**config.mk**
```make
export PLATFORM = sky130hd
export DESIGN_NAME = circulant_unrotate
export DESIGN_NICKNAME = d
export VERILOG_FILES = /design/src/rtl/circulant_unrotate.sv
export SDC_FILE = /design/constraint.sdc
export NUM_CORES = 1
export LEC_CHECK = 0
export BUFFER_PORTS_ARGS = -buffer_cell sky130_fd_sc_hd__buf_2
export CAP_MARGIN = 5
export CORE_MARGIN = 1.5
export CORE_UTILIZATION = 32
export CTS_CLUSTER_SIZE = 16
export DETAILED_ROUTE_END_ITERATION = 10
export PLACE_DENSITY = 0.57
export SETUP_SLACK_MARGIN = 0.4
export SYNTH_ARGS = -nofsm -noshare
export SYNTH_HDL_FRONTEND = slang
export SYNTH_SLANG_ARGS = --single-unit
```
**constraint.sdc**
```tcl
create_clock -name clk -period 5.5 [get_ports clk]
set_input_delay 0.825 -clock clk [delete_from_list [all_inputs] [get_ports clk]]
set_output_delay 0.825 -clock clk [all_outputs]
set_load 0.01 [all_outputs]
```
**src/rtl/circulant_unrotate.sv**
```systemverilog
`default_nettype none
// +----------------------------------------------------------------------------+
// | Module   : circulant_unrotate                                              |
// | Purpose  : Two-stage, flow-controlled left rotator that undoes the         |
// |            circulant shift on MSB-aligned QC-LDPC sub-blocks.              |
// | Revision : 1.0                                                             |
// +----------------------------------------------------------------------------+
module circulant_unrotate #(
    parameter int MAX_BLOCK_SIZE = 64,
    parameter int TAG_W          = 8,
    localparam int WIDTH         = $clog2(MAX_BLOCK_SIZE)
) (
    input  logic                      clk,
    input  logic                      rst,
    input  logic                      in_valid,
    output logic                      in_ready,
    input  logic [MAX_BLOCK_SIZE-1:0] in_vector,
    input  logic [WIDTH-1:0]          shift_amount,
    input  logic [WIDTH-1:0]          width,
    input  logic [TAG_W-1:0]          in_tag,
    output logic                      out_valid,
    input  logic                      out_ready,
    output logic [MAX_BLOCK_SIZE-1:0] out_vector,
    output logic [TAG_W-1:0]          out_tag,
    output logic                      out_err,
    output logic                      err_sticky
);

    localparam logic [WIDTH-1:0]          c_NULL_SHIFT = '1;
    localparam logic [MAX_BLOCK_SIZE-1:0] c_ALL_ONES   = '1;

    // Stage 1 registers
    logic                      r_s1_valid;
    logic [MAX_BLOCK_SIZE-1:0] r_s1_vec;
    logic [WIDTH-1:0]          r_s1_shift;
    logic [WIDTH-1:0]          r_s1_width;
    logic                      r_s1_null;
    logic                      r_s1_illegal;
    logic [TAG_W-1:0]          r_s1_tag;

    // Stage 2 (output) registers
    logic                      r_out_valid;
    logic [MAX_BLOCK_SIZE-1:0] r_out_vec;
    logic [TAG_W-1:0]          r_out_tag;
    logic                      r_out_err;
    logic                      r_err_sticky;

    logic                      w_adv;
    logic [MAX_BLOCK_SIZE-1:0] w_in_mask;
    logic                      w_in_null;
    logic                      w_in_illegal;
    logic [WIDTH:0]            w_rshift;
    logic [MAX_BLOCK_SIZE-1:0] w_s1_mask;
    logic [MAX_BLOCK_SIZE-1:0] w_rot;

    // Whole pipeline freezes only when the output holds a beat nobody takes.
    assign w_adv    = !(r_out_valid && !out_ready);
    assign in_ready = w_adv;

    assign w_in_mask    = ~(c_ALL_ONES >> width);
    assign w_in_null    = (shift_amount == c_NULL_SHIFT);
    assign w_in_illegal = !w_in_null && (shift_amount >= width);

    // Left rotation inside an MSB-aligned window of r_s1_width bits: bits
    // leaving the top of the window re-enter at its bottom edge, and anything
    // pushed below the window is masked off.
    assign w_rshift  = {1'b0, r_s1_width} - {1'b0, r_s1_shift};
    assign w_s1_mask = ~(c_ALL_ONES >> r_s1_width);
    assign w_rot     = (r_s1_null || r_s1_illegal) ? '0 :
                       (((r_s1_vec << r_s1_shift) | (r_s1_vec >> w_rshift)) & w_s1_mask);

    always_ff @(posedge clk) begin
        if (rst) begin
            r_s1_valid   <= 1'b0;
            r_s1_vec     <= '0;
            r_s1_shift   <= '0;
            r_s1_width   <= '0;
            r_s1_null    <= 1'b0;
            r_s1_illegal <= 1'b0;
            r_s1_tag     <= '0;
            r_out_valid  <= 1'b0;
            r_out_vec    <= '0;
            r_out_tag    <= '0;
            r_out_err    <= 1'b0;
            r_err_sticky <= 1'b0;
        end else begin
            if (w_adv) begin
                r_s1_valid  <= in_valid;
                r_out_valid <= r_s1_valid;
                if (in_valid) begin
                    r_s1_vec     <= in_vector & w_in_mask;
                    r_s1_shift   <= shift_amount;
                    r_s1_width   <= width;
                    r_s1_null    <= w_in_null;
                    r_s1_illegal <= w_in_illegal;
                    r_s1_tag     <= in_tag;
                end
                // Output data only moves with a real beat so it reads zero
                // after reset until the first beat arrives.
                if (r_s1_valid) begin
                    r_out_vec <= w_rot;
                    r_out_tag <= r_s1_tag;
                    r_out_err <= r_s1_illegal;
                end
            end
            if (r_out_valid && out_ready && r_out_err) begin
                r_err_sticky <= 1'b1;
            end
        end
    end

    assign out_valid  = r_out_valid;
    assign out_vector = r_out_vec;
    assign out_tag    = r_out_tag;
    assign out_err    = r_out_err;
    assign err_sticky = r_err_sticky;

endmodule
`default_nettype wire

```
==> flow_metrics.tcl <==
set metrics [dict create \
    die_w_um 221 \
    tns_ns 0 \
    fmax_mhz 231 \
    crit_slowest_cell "fa_4" \
    die_area_um2 49100 \
    period_minus_slack_ns 4.33 \
    tightest_slew_ns 1.38 \
    htreeDepth 4 \
    path_delay_family "compound AO/OA/AOI/OAI gates" \
    cts_sinks 160 \
    design.core.area_um2 46900 \
    cts_buffer_depth 2 \
    grt_antenna_before_repair 1 \
    crit_required_ns 5.90 \
    combinationalPowerShare_pct 42.7 \
    maxSlewHeadroom_pct 7.14 \
    yosysSeqAreaShare_pct 21.0 \
    ant_nets 0 \
    grt_pass1_wl_mm 104 \
    hold_buffers 0 \
    power.switching_uw 1910 \
    max_stage_delay_ns 1.35 \
    synth_cell_type_count 76 \
    synthFlopType "dfxtp_1" \
    seqPwrFrac_pct 28.8 \
    holdWs_ns 0.452 \
    grt_max_degree 97 \
    dr.first_iter.drc_count 2238 \
    worstSetupPathType "register to register" \
    finalHoldViolCount 0 \
    io_pins 164 \
    cts_made_buffers 17 \
    peakVddDrop_v 0.000176 \
    routed_wl_mm 71.6 \
    globalplace.congestion 1.04 \
    antennaDiodeCount 0 \
    worstSetupStartpointType "register" \
    routed-via-count 16400 \
    power_frac_clock_pct 28.5 \
    rows 79 \
    synthesis.instances 1873 \
    ys_warn_count 0 \
    outcome "completed" \
    skew_ns 0.0145 \
    grt_pass1_vias 15100 \
    ys_seq_elements 160 \
    avgSynthCellArea_um2 8.16 \
    place_area_um2 16600 \
    hold_class "register to register" \
    clk_pin_slew_ns 0.07 \
    endpoint_kind "register" \
    syn-num-nets 1974 \
    drive_gt1_share_pct 24.0 \
    fin_crit_sh_pct 78.7 \
    post_drt_wl_per_cell_um 28.2 \
    die_h_um 221 \
    synth_edf_count 0 \
    critPathMaxFanout 57 \
    via_per_inst 6.44 \
    io_buffer_count 161 \
    grt_util_all_layers_pct 28.6 \
    final_area_um2 17200 \
    worstPathCellList "buf_4, inv_1, fa_4, mux2i_1, mux2_2, o21ai_0, mux2i_1, o21ai_0, a221oi_1, o21ai_0" \
    post-route-drc-count 0 \
    layout.nets 2025 \
    cp_common_cell "o21ai_0" \
    worstPathArrival_ns 4.73 \
    async_flop_share_pct 0 \
    first_pass_iters 6 \
    setup_viol 0 \
    slew_violations 0 \
    rsz0062_at_grt "no" \
    intPower_uw 2450 \
    p_leak_uw 0.00667 \
    cp.buffers_inverters 2 \
    initial_utilization_pct 32.6 \
    dpl.hpwl_mm 55.5 \
    area_delta_synth_final_pct 12.9 \
    postCtsSetupBuffers 0 \
    cap_violations 0 \
    clk-insertion-delay-late_ns 0.48 \
    post_synth_instance_area_um2 15300 \
    powerDensity_nw_per_um2 253 \
    clock-root-buffer "clkbuf_16" \
    ctsResizeCount 0 \
    gr-total-overflow 0 \
    cts_tree "built" \
    switching_share_pct 43.8 \
    fin_util_pct 36.8 \
]
==> cells in the final DEF, fill, tap and decap left out, drive strengths merged, types with 7 or more instances in the layout <==
master	instances
or2	9
nand2	333
mux2	77
a21o	14
a222oi	9
and3	20
clkbuf	17
o21a	20
a31oi	17
dfxtp	160
mux4	106
a32oi	20
clkinv	10
and2	19
o22ai	13
o211ai	35
ha	12
nand2b	13
nand4	13
a311oi	7
nor2	119
buf	216
inv	31
a221oi	17
nor3	19
mux2i	160
a22oi	24
a21oi	163
a211oi	27
o21ai	89
nand3	44
==> cell usage after synthesis (14+ instances only) <==
library cell | number | share of area [%]
nand2_1 | 333 | 8.2
a21oi_1 | 163 | 5.3
dfxtp_1 | 160 | 21
mux2i_1 | 160 | 10
nor2_1 | 119 | 2.9
clkbuf_1 | 116 | 2.9
mux4_2 | 105 | 15
o21ai_0 | 89 | 2.9
mux2_2 | 77 | 5.7
nand3_1 | 44 | 1.4
buf_2 | 38 | 1.2
o211ai_1 | 35 | 1.7
a211oi_1 | 26 | 1.3
a22oi_1 | 24 | 1.2
buf_1 | 24 | 0.59
inv_1 | 22 | 0.54
a32oi_1 | 20 | 1.1
and3_1 | 20 | 0.82
o21a_1 | 20 | 0.98
nor3_1 | 19 | 0.62
a221oi_1 | 17 | 0.97
a31oi_1 | 17 | 0.70
and2_1 | 15 | 0.61
a21o_1 | 14 | 0.69
==> registers in the layout (all words and copies together) (netlist names) <==
| register | cells |
|---|---|
| err_sticky | 1 |
| out_err | 1 |
| out_tag | 8 |
| out_valid | 1 |
| out_vector | 63 |
| r_s1_illegal | 1 |
| r_s1_null | 1 |
| r_s1_shift | 6 |
| r_s1_tag | 8 |
| r_s1_valid | 1 |
| r_s1_vec | 63 |
| r_s1_width | 6 |
==> cell type report <==
type                            count  area [um^2]
Inverter                           27          101
Clock buffer                       17          425
Fill cell                        4939        29600
Sequential cell                   160         3210
Clock inverter                     15          185
Tap cell                          607          759
Timing Repair Buffer              216         1250
Multi-Input combinational cell   1502        11300
==> per-layer routing <==
metal	GRT usage (%)	part of all wire, %	up-vias
met5	0	0.052	-
met4	10.7	4.0	2
met3	6.68	11	143
met2	41.9	42	1067
met1	40.5	43	8014
li1	-	-	7150
==> final timing paths <==
kind,slack (ns),cells past startpoint,to,start
worst max-delay path,1.17,10,out_vector[41],r_s1_width[1]
worst min-delay path,0.45,2,out_tag[1],r_s1_tag[1]
worst max register to register,1.17,10,out_vector[41],r_s1_width[1]
worst min register to register,0.45,2,out_tag[1],r_s1_tag[1]
==> stage by stage <==
stage,setup slack (ns),power [uW],instances
final,1.17,4360,2544
after global routing,1.01,4510,2544
after CTS,1.30,4310,2544
after detailed placement,1.31,3070,2512
after global placement,1.39,3070,2512
after floorplan,1.36,2430,1873
==> power by group through the flow <==
stage | clock (uW) | sequential (uW) | combinational, uW
after detailed placement | 0 | 1280 | 1800
final | 1240 | 1250 | 1860
after global placement | 0 | 1270 | 1790
after floorplan | 0 | 1250 | 1180
after CTS | 1260 | 1250 | 1800
after global routing | 1310 | 1260 | 1930
==> cell families after synthesis <==
kind of cell               synth area share, %
other                                   0.0246
xor gates and xnor gates                 0.393
and+or+nand+nor                           17.2
adders and majority gates                 1.11
muxes                                     31.8
DFF                                       21.0
AOI/OAI and AO/OA                         22.8
buffers and inverters                     5.67
==> tightest hold or removal path: stages (launching register included) <==
cell and delay (ns):
dfxtp_1 0.31, nand2_1 0.05, a21oi_1 0.05
Power figures use the tool's default switching activity.
